<file path="src/rtl/slip_frame_rx_if.sv">
// Byte-stream input, frame read port and error pulses of the SLIP frame receiver.
// Carries o_err_csum only when SLIP_RX_CHECKSUM_EN is defined.
interface slip_frame_rx_if #(
    parameter int unsigned MAX_LEN = 64
);
    localparam int unsigned AW = $clog2(MAX_LEN);

    logic [7:0]    i_byte;
    logic          i_byte_valid;
    logic          o_frame_ready;
    logic [AW:0]   o_frame_len;
    logic [AW-1:0] i_rd_addr;
    logic [7:0]    o_rd_data;
    logic          i_frame_ack;
    logic          o_err_ovf;
    logic          o_err_esc;
    logic          o_err_busy;
`ifdef SLIP_RX_CHECKSUM_EN
    logic          o_err_csum;

    modport master (
        output i_byte, i_byte_valid, i_rd_addr, i_frame_ack,
        input  o_frame_ready, o_frame_len, o_rd_data, o_err_ovf, o_err_esc, o_err_busy, o_err_csum
    );
    modport slave (
        input  i_byte, i_byte_valid, i_rd_addr, i_frame_ack,
        output o_frame_ready, o_frame_len, o_rd_data, o_err_ovf, o_err_esc, o_err_busy, o_err_csum
    );
`else
    modport master (
        output i_byte, i_byte_valid, i_rd_addr, i_frame_ack,
        input  o_frame_ready, o_frame_len, o_rd_data, o_err_ovf, o_err_esc, o_err_busy
    );
    modport slave (
        input  i_byte, i_byte_valid, i_rd_addr, i_frame_ack,
        output o_frame_ready, o_frame_len, o_rd_data, o_err_ovf, o_err_esc, o_err_busy
    );
`endif
endinterface

</file>
<file path="src/rtl/slip_frame_rx.sv">
// SLIP frame receiver: strips framing/escapes into a frame buffer read by the host.
// Optional trailing-checksum verification is enabled with SLIP_RX_CHECKSUM_EN.
module slip_frame_rx #(
    parameter int unsigned MAX_LEN = 64
) (
    input  logic           clk,
    input  logic           reset,
    slip_frame_rx_if.slave bus
);
    localparam int unsigned AW = $clog2(MAX_LEN);
    localparam int unsigned LW = AW + 1;
    localparam logic [7:0] SLIP_END     = 8'hC0;
    localparam logic [7:0] SLIP_ESC     = 8'hDB;
    localparam logic [7:0] SLIP_ESC_END = 8'hDC;
    localparam logic [7:0] SLIP_ESC_ESC = 8'hDD;

    typedef enum logic [1:0] {S_RECV, S_ESCAPED, S_DISCARD, S_READY} state_e;

    state_e        state_q, state_d;
    logic [LW-1:0] len_q, len_d;
    logic [LW-1:0] frame_len_q, frame_len_d;
    logic          mid_drop_q, mid_drop_d;
    logic          frame_ready_q, frame_ready_d;
    logic          err_ovf_q, err_ovf_d;
    logic          err_esc_q, err_esc_d;
    logic          err_busy_q, err_busy_d;
    logic [7:0]    rd_data_q;
`ifdef SLIP_RX_CHECKSUM_EN
    logic [7:0]    sum_q, sum_d;
    logic          err_csum_q, err_csum_d;
`endif

    logic          store_req;
    logic [7:0]    store_data;
    logic          drop_flag;
    logic          wr_en;
    logic [7:0]    mem [MAX_LEN];

    // Next-state decode; decoded payload bytes funnel through one overflow-checked store.
    always_comb begin
        state_d     = state_q;
        len_d       = len_q;
        frame_len_d = frame_len_q;
        mid_drop_d  = mid_drop_q;
        err_ovf_d   = 1'b0;
        err_esc_d   = 1'b0;
        err_busy_d  = 1'b0;
        store_req   = 1'b0;
        store_data  = bus.i_byte;
        drop_flag   = mid_drop_q;
        wr_en       = 1'b0;
`ifdef SLIP_RX_CHECKSUM_EN
        sum_d       = sum_q;
        err_csum_d  = 1'b0;
`endif
        if (state_q == S_READY) begin
            if (bus.i_byte_valid) begin
                err_busy_d = 1'b1;
                drop_flag  = (bus.i_byte != SLIP_END);
            end
            mid_drop_d = drop_flag;
            if (bus.i_frame_ack) begin
                len_d      = '0;
                mid_drop_d = 1'b0;
                state_d    = drop_flag ? S_DISCARD : S_RECV;
`ifdef SLIP_RX_CHECKSUM_EN
                sum_d      = '0;
`endif
            end
        end else if (bus.i_byte_valid) begin
            case (state_q)
                S_RECV: begin
                    if (bus.i_byte == SLIP_END) begin
                        if (len_q != '0) begin
`ifdef SLIP_RX_CHECKSUM_EN
                            if (len_q < LW'(2) || sum_q != 8'h00) begin
                                err_csum_d = 1'b1;
                                len_d      = '0;
                                sum_d      = '0;
                            end else begin
                                state_d     = S_READY;
                                frame_len_d = len_q - LW'(1);
                            end
`else
                            state_d     = S_READY;
                            frame_len_d = len_q;
`endif
                        end
                    end else if (bus.i_byte == SLIP_ESC) begin
                        state_d = S_ESCAPED;
                    end else begin
                        store_req = 1'b1;
                    end
                end
                S_ESCAPED: begin
                    if (bus.i_byte == SLIP_ESC_END || bus.i_byte == SLIP_ESC_ESC) begin
                        store_req  = 1'b1;
                        store_data = (bus.i_byte == SLIP_ESC_END) ? SLIP_END : SLIP_ESC;
                        state_d    = S_RECV;
                    end else if (bus.i_byte == SLIP_END) begin
                        err_esc_d = 1'b1;
                        len_d     = '0;
                        state_d   = S_RECV;
`ifdef SLIP_RX_CHECKSUM_EN
                        sum_d     = '0;
`endif
                    end else begin
                        err_esc_d = 1'b1;
                        state_d   = S_DISCARD;
                    end
                end
                S_DISCARD: begin
                    if (bus.i_byte == SLIP_END) begin
                        len_d   = '0;
                        state_d = S_RECV;
`ifdef SLIP_RX_CHECKSUM_EN
                        sum_d   = '0;
`endif
                    end
                end
                default: ;
            endcase

            if (store_req) begin
                if (len_q == LW'(MAX_LEN)) begin
                    err_ovf_d = 1'b1;
                    state_d   = S_DISCARD;
                end else begin
                    wr_en = 1'b1;
                    len_d = len_q + LW'(1);
`ifdef SLIP_RX_CHECKSUM_EN
                    sum_d = sum_q + store_data;
`endif
                end
            end
        end
        frame_ready_d = (state_d == S_READY);
    end

    always_ff @(posedge clk) begin
        if (reset) begin
            state_q       <= S_RECV;
            len_q         <= '0;
            frame_len_q   <= '0;
            mid_drop_q    <= 1'b0;
            frame_ready_q <= 1'b0;
            err_ovf_q     <= 1'b0;
            err_esc_q     <= 1'b0;
            err_busy_q    <= 1'b0;
`ifdef SLIP_RX_CHECKSUM_EN
            sum_q         <= '0;
            err_csum_q    <= 1'b0;
`endif
        end else begin
            state_q       <= state_d;
            len_q         <= len_d;
            frame_len_q   <= frame_len_d;
            mid_drop_q    <= mid_drop_d;
            frame_ready_q <= frame_ready_d;
            err_ovf_q     <= err_ovf_d;
            err_esc_q     <= err_esc_d;
            err_busy_q    <= err_busy_d;
`ifdef SLIP_RX_CHECKSUM_EN
            sum_q         <= sum_d;
            err_csum_q    <= err_csum_d;
`endif
        end
    end

    // Single write port plus registered read port so the buffer maps onto block RAM.
    always_ff @(posedge clk) begin
        if (wr_en) begin
            mem[len_q[AW-1:0]] <= store_data;
        end
    end

    always_ff @(posedge clk) begin
        if (reset) begin
            rd_data_q <= '0;
        end else begin
            rd_data_q <= mem[bus.i_rd_addr];
        end
    end

    assign bus.o_frame_ready = frame_ready_q;
    assign bus.o_frame_len   = frame_len_q;
    assign bus.o_rd_data     = rd_data_q;
    assign bus.o_err_ovf     = err_ovf_q;
    assign bus.o_err_esc     = err_esc_q;
    assign bus.o_err_busy    = err_busy_q;
`ifdef SLIP_RX_CHECKSUM_EN
    assign bus.o_err_csum    = err_csum_q;
`endif
endmodule
</file>
<file path="src/flat_wrapper.sv">
// flat-port wrapper written by rule: the top's interface ports become plain ports
module slip_frame_rx_flat 
#(
    parameter int unsigned MAX_LEN = 64
)
  (clk, reset, bus_i_byte, bus_i_byte_valid, bus_i_rd_addr, bus_i_frame_ack, bus_o_frame_ready, bus_o_frame_len, bus_o_rd_data, bus_o_err_ovf, bus_o_err_esc, bus_o_err_busy);
  slip_frame_rx_if #(.MAX_LEN(MAX_LEN)) bus_i ();
  input  logic clk;
  input  logic reset;
  input wire logic [$bits(bus_i.i_byte)-1:0] bus_i_byte;
  input wire logic [$bits(bus_i.i_byte_valid)-1:0] bus_i_byte_valid;
  input wire logic [$bits(bus_i.i_rd_addr)-1:0] bus_i_rd_addr;
  input wire logic [$bits(bus_i.i_frame_ack)-1:0] bus_i_frame_ack;
  output wire logic [$bits(bus_i.o_frame_ready)-1:0] bus_o_frame_ready;
  output wire logic [$bits(bus_i.o_frame_len)-1:0] bus_o_frame_len;
  output wire logic [$bits(bus_i.o_rd_data)-1:0] bus_o_rd_data;
  output wire logic [$bits(bus_i.o_err_ovf)-1:0] bus_o_err_ovf;
  output wire logic [$bits(bus_i.o_err_esc)-1:0] bus_o_err_esc;
  output wire logic [$bits(bus_i.o_err_busy)-1:0] bus_o_err_busy;
  assign bus_i.i_byte = bus_i_byte;
  assign bus_i.i_byte_valid = bus_i_byte_valid;
  assign bus_i.i_rd_addr = bus_i_rd_addr;
  assign bus_i.i_frame_ack = bus_i_frame_ack;
  assign bus_o_frame_ready = bus_i.o_frame_ready;
  assign bus_o_frame_len = bus_i.o_frame_len;
  assign bus_o_rd_data = bus_i.o_rd_data;
  assign bus_o_err_ovf = bus_i.o_err_ovf;
  assign bus_o_err_esc = bus_i.o_err_esc;
  assign bus_o_err_busy = bus_i.o_err_busy;
  slip_frame_rx #(.MAX_LEN(MAX_LEN)) u_core (.clk(clk), .reset(reset), .bus(bus_i));
endmodule
</file>
<file path="config.mk">
export PLATFORM = sky130hd
export DESIGN_NAME = slip_frame_rx_flat
export DESIGN_NICKNAME = d
export VERILOG_FILES = /design/src/rtl/slip_frame_rx_if.sv /design/src/rtl/slip_frame_rx.sv /design/src/flat_wrapper.sv
export SDC_FILE = /design/constraint.sdc
export NUM_CORES = 1
export LEC_CHECK = 0
export BUFFER_PORTS_ARGS = -buffer_cell sky130_fd_sc_hd__buf_2
export CELL_PAD_IN_SITES_DETAIL_PLACEMENT = 1
export CELL_PAD_IN_SITES_GLOBAL_PLACEMENT = 2
export CORE_MARGIN = 2
export CORE_UTILIZATION = 53
export CTS_CLUSTER_SIZE = 12
export DETAILED_ROUTE_END_ITERATION = 10
export PLACE_DENSITY_LB_ADDON = 0.1
export REMOVE_ABC_BUFFERS = 1
export SYNTH_ARGS = -nofsm -noshare
export SYNTH_HDL_FRONTEND = slang
export SYNTH_SLANG_ARGS = --single-unit
</file>
<file path="constraint.sdc">
create_clock -name clk -period 4.9 [get_ports clk]
set_clock_uncertainty 0.1 [all_clocks]
set_input_delay 0.49 -clock clk [delete_from_list [all_inputs] [get_ports clk]]
set_output_delay 0.49 -clock clk [all_outputs]
set_load 0.05 [all_outputs]
</file>
Yosys cells after proc, flatten, opt, wreduce, memory -nomap -nowiden

Memory sizes are Yosys's and may differ from the RTL's. A register that Yosys moved wholly into a read port is not among the register bits.
Index checks and enable logic that the tools add are counted.

Word-level logic and storage cells: 78
Flip-flop bits (word level): 21
Bits in writable memories: 512
Output and inout port bits: 19
Bits of input ports: 18
Memories: 1

Memories:

| name       | depth | width | rd ports | clocked after memory_dff | write ports | RTL line            | source |
|---|---|---|---|---|---|---|---|
| u_core.mem | 64    | 8     | 1        | 1                        | 1           | slip_frame_rx.sv:37 | `logic [7:0] mem [MAX_LEN];` |

Bitwise operators: 4
$add $sub $neg: 1
Mux-type cells: 44
Reduce and logical (&&, ||, !) cells: 9
Equal/unequal tests: 11

Operator list:

| kind                                                                   | count |
|---|---|
| 7-bit two-way mux                                                      | 7 |
| 8-bit equality test (second input constant)                            | 4 |
| 8-bit two-way mux                                                      | 4 |
| 2-bit two-way mux                                                      | 12 |
| 1-bit two-way mux                                                      | 17 |
| 7-bit case mux with 2 select lines                                     | 1 |
| 8-bit inequality test (second input constant)                          | 1 |
| 4-bit OR reduction                                                     | 2 |
| 7-bit by 1-bit adder with 7-bit output (second input constant)         | 1 |
| 7-bit equality test (second input constant)                            | 1 |
| 7-bit nonzero test                                                     | 1 |
| 2-bit equality test (second input constant)                            | 3 |
| 2-bit case mux with 3 select lines                                     | 1 |
| 5-bit two-way mux                                                      | 1 |
| 5-bit AND reduction                                                    | 1 |
| 1-bit inverter                                                         | 4 |
| 2-bit by 1-bit equality test with 1-bit output (second input constant) | 1 |
| 2-bit logical NOT                                                      | 1 |
| 2-bit inequality test (second input constant)                          | 1 |
| 1-bit case mux with 2 select lines                                     | 1 |
| 2-bit AND reduction                                                    | 1 |
| 2-bit nonzero test                                                     | 1 |
| 2-bit OR reduction                                                     | 1 |
| 1-bit logical OR                                                       | 1 |

Logic depth before layout (Yosys ltp)

Word-level depth: 11
Mapped depth: 10
Mapped depth without buffers: 8

Worst setup path before layout

OpenSTA, ideal clock, no wires.

Path type: reg2reg
From: register u_core.state_q[1]
To: memory u_core.mem[0][2], data pin
Slack: 1.564 ns
Arrival: 2.720 ns
Stages on the path, launching flop included: 6
Setup time: 0.516 ns
Cell sequence: dfxtp_1 > ha_1 > clkbuf_1 > nand2b_1 > nor2_1 > nor2b_1

Cells in the longest elaborated chain, start to end: 4
Elaborated cells on any way between the ends: 5
Classes of those cells: eq/ne: 2; mux: 3

RTL lines:

| item                                           | RTL line             | source |
|---|---|---|
| start, declared                                | slip_frame_rx.sv:19  | `state_e state_q, state_d;` |
| start signal, assigned                         | slip_frame_rx.sv:155 | `state_q <= state_d;` |
| 2-bit by 1-bit equality test with 1-bit output | slip_frame_rx.sv:71  | `case (state_q)` |
| 8-bit two-way mux                              | slip_frame_rx.sv:71  |  |
| 8-bit two-way mux                              | slip_frame_rx.sv:70  | `end else if (bus.i_byte_valid) begin` |
| 8-bit two-way mux *                            | slip_frame_rx.sv:56  | `if (state_q == S_READY) begin` |
| named net u_core.store_data[2]                 | slip_frame_rx.sv:34  | `logic [7:0] store_data;` |
| end, declared                                  | slip_frame_rx.sv:37  |  |

Mark *: on every way through the listed nets, which the timed path passes. The rest lies on a longest branch.

Worst setup path in the final report

From: register u_core.state_q[1]
To: memory u_core.mem[46][2] (enable)

Cells in the longest elaborated chain, start to end: 9
Elaborated cells on any way between the ends: 11
Classes of those cells: eq/ne: 2; mux: 8; reduce/logical: 1

RTL lines:

| item                                                                                | RTL line             | source |
|---|---|---|
| 2-bit by 1-bit equality test with 1-bit output or 2-bit logical NOT (tied branches) | slip_frame_rx.sv:71  |  |
| 1-bit case mux with 2 select lines                                                  | slip_frame_rx.sv:71  |  |
| 1-bit two-way mux                                                                   | slip_frame_rx.sv:70  |  |
| 1-bit two-way mux                                                                   | slip_frame_rx.sv:56  |  |
| 1-bit two-way mux                                                                   | slip_frame_rx.sv:124 | `if (store_req) begin` |
| 1-bit two-way mux                                                                   | slip_frame_rx.sv:70  |  |
| 1-bit two-way mux *                                                                 | slip_frame_rx.sv:56  |  |
| 1-bit two-way mux *                                                                 | slip_frame_rx.sv:172 | `if (wr_en) begin` |
| 1-bit two-way mux (implied by the code) *                                           | slip_frame_rx.sv:173 | `mem[len_q[AW-1:0]] <= store_data;` |

Every way passes the cells marked *; elsewhere a longest branch is shown, timed or not. The select of a mux whose other input is x is not followed.

==> impl_results.md <==
* Status: finished clean
* Placed cell area at 22200 µm²
* Longest Clk Path Bufs at 3
* Synth top area share at 0.717
* IO Pins at 37
* Top delay family on crit path: simple AND/OR/NAND/NOR gates
* CP max stage cell: nor2_1
* Crit-path cells: inv_1 -> ha_1 -> inv_1 -> or3_1 -> o21a_2 -> nor4_2 -> nand3_1 -> nor2_1
* Slew Viols, Final at 0
* Share of the core filled with cells at 0.597
* Slew of the pin with the lowest slew margin at 1.18 ns
* # DRC at 0
* Layout cells sized above 1 at 0.232
* Pin count of the biggest net entering global routing at 68
* Sum Neg Setup Slack at 0 ns
* CTS tree: built
* Gr usage total at 0.269
* Max-cap viol count at 0
* Die height at 205 µm
* Yosys warns at 0
* Distinct cell type count after synthesis at 61
* Wire length per cell at 31.6 µm
* Leakage power at 7.49 nW
* Slew Limit Headroom at 0.194
* Most frequent cell after synthesis: edfxtp_1
* Min-Delay Path Class: in -> reg
* Antenna fix cells at 0
* Gpl congestion at 0.808
* Vias/cell at 6.36
* Metal-1 WL at 23000 µm
* Vias post-DR at 10900
* Wire length on met3 at 3200 µm
* Non-Filler Instances at 1719
* VDD IR max at 0.283 mV
* Starting Density at 0.539
* WP buf/inv at 2
* Final cycle utilization of the critical path at 0.737
* Pint at 0.00738 W
* TritonCTS Buffers at 54
* Seq pwr share at 0.542
* Sw Share at 0.213
* Register bit count reported by yosys at 541
* Post-synthesis async set-or-reset flop share at 0
* Metal2 WL at 26800 µm
* Number of global-route vias before repair at 11500
* # port buffers at 36
* DP Wirelength at 33700 µm
* H-tree depth at 2
* Pre-CTS setup slack at 1.19 ns
* Startpoint Class: flop
* Final instance area at 23800 µm²
* Cells after Synth at 1101
* CP Data Arrival Time at 3.73 ns
* Maximum fanout along the worst path at 8
* 1st-iter DRT viols at 1021
* Worst setup margin at 1.29 ns
* Post-synth EDFFs at 512
* Clock slew at reported path FFs at 0.06 ns
* Cells after DPL at 1626
* Row count at 73
* DR pass1 iterations at 5
* P&R area growth vs syn at 10.8%
* Sw power at 0.00200 W
* Cts repair resizes at 0
* Register area share after synthesis at 0.744
* Syn Area/Cell at 19.5 µm²
* Fin. Hold Viols at 0
* Pwr per Cell Area at 395 nW/µm²
* First-pass GRT wire length at 80100 µm
* Overflow left after global routing at 0
* Post-synth top flop: edfxtp_1
* Syn Std Cell Area at 21500 µm²
* Max incr delay on CP at 0.84 ns
* Worst skew pair latency at 0.60 ns
* Die ar. at 42100 µm²
* Root Driver: clkbuf_16
* Fmax at 277 MHz
* Clock Power Share at 0.405
* Routed WL at 54300 µm
* Initial antenna violation count at 1
* Crit path capture type: flop
* Top Layer Used: met4
* Final setup vio count at 0
* CORE AREA at 39800 µm²
* Die X at 205 µm
* Comb power frac at 0.053
* NumNets Final at 1181
* Crit path time final at 3.61 ns
* CTS Hold Bufs at 0
* Commonest cells post-synth: edfxtp_1 (512), mux4_2 (123), nor2_1 (95)
* Crit path kind: reg -> reg
* CTS sink count at 541
* RSZ-0062 raised after global routing: false
* Synth area leader: edfxtp_1
* Postcts setup bufs at 0
* Post-route ant nets at 0
* WP data required at 5.01 ns
* Most frequent CP cell: inv_1
* Ranking of synthesized cells by area: edfxtp_1 (72%), mux4_2 (13%), dfxtp_1 (2.7%)
* Filler instances at 3448
-- power by group through the flow --
stage	sequential (W)	combinational, W	clock [W]
finish	0.00508	0.000495	0.00380
global route	0.00508	0.000527	0.00401
CTS	0.00508	0.000501	0.00385
detailed placement	0.00518	0.000500	0
global placement	0.00518	0.000490	0
floorplan	0.00520	0.000207	0
-- cells in the final DEF, fill, tap and decap left out, types with 6 or more instances in the layout --
| cell type | instances |
|---|---|
| o221ai_1 | 10 |
| inv_1 | 7 |
| and2_1 | 10 |
| nand4_1 | 6 |
| ha_1 | 6 |
| dfxtp_1 | 29 |
| o21ai_0 | 19 |
| mux2_2 | 7 |
| a211oi_1 | 13 |
| buf_4 | 29 |
| mux4_2 | 123 |
| nand3_1 | 13 |
| nand3b_1 | 7 |
| buf_2 | 33 |
| mux2i_1 | 19 |
| o22ai_1 | 7 |
| clkbuf_16 | 55 |
| nor2b_1 | 12 |
| nor2_1 | 95 |
| a21oi_1 | 13 |
| clkbuf_1 | 25 |
| edfxtp_1 | 512 |
| a22oi_1 | 8 |
| nand2_1 | 35 |
-- through the flow --
| step | hold slack, ns | total power (W) |
|---|---|---|
| global placement | 0.369 | 0.00567 |
| global route | 0.197 | 0.00962 |
| CTS | 0.171 | 0.00944 |
| finish | 0.196 | 0.00938 |
| floorplan | 0.346 | 0.00541 |
| detailed placement | 0.375 | 0.00568 |
-- final cells by class --
class / count / area, µm² / share of cell area
timing repair buffer: 66 / 445 / 0.0187
clock buffer: 82 / 1500 / 0.0630
multi-input combinational: 486 / 5100 / 0.215
inverter: 8 / 30.0 / 0.00126
sequential: 541 / 16000 / 0.671
tap: 525 / 657 / 0.0276
clock inverter: 11 / 78.8 / 0.00332
-- routing by layer --
layer  up-vias  global-route usage
met2       415               0.429
li1       4612                   -
met3        77              0.0407
met5         -                   0
met4         0              0.0673
met1      5823               0.396
-- logic make-up (layout without fill, tap and decap cells) --
group,Yosys count,count (layout),synth area share
flip-flops,541,541,0.744
buffers and inverters,74,167,0.0189
AO/OA/AOI/OAI,107,107,0.0351
adder cells (fa/ha/maj),6,6,0.00350
multiplexers,154,154,0.148
AND/OR/NAND/NOR,218,218,0.0507
XOR/XNOR,1,1,0.000408
-- registers in the layout, indices dropped and copies added, names as in the netlist --
| name | cells |
|---|---|
| u_core.bus.o_err_ovf | 1 |
| u_core.bus.o_rd_data | 8 |
| u_core.mem | 512 |
| u_core.state_q | 2 |
| u_core.bus.o_err_esc | 1 |
| u_core.bus.o_frame_len | 7 |
| u_core.bus.o_frame_ready | 1 |
| u_core.mid_drop_q | 1 |
| u_core.bus.o_err_busy | 1 |
| u_core.len_q | 7 |
-- worst register-to-register path, cell delays in order (launching register included) --
cell and delay, ns:
dfxtp_1 0.35, inv_1 0.09, ha_1 0.19, inv_1 0.04, or3_1 0.41, o21a_2 0.18
nor4_2 0.30, nand3_1 0.72, nor2_1 0.85
-- worst paths after layout --
check                                               start                         to  slack, ns  cells after the start
worst max register to register          u_core.state_q[1]          u_core.mem[46][2]       1.29                      8
worst min register to register  u_core.bus.o_frame_len[6]  u_core.bus.o_frame_len[6]       0.39                      2
worst max-delay path                    u_core.state_q[1]          u_core.mem[46][2]       1.29                      8
worst min-delay path                      bus_i_frame_ack          u_core.state_q[0]       0.20                      3
Power figures use the tool's default switching activity.
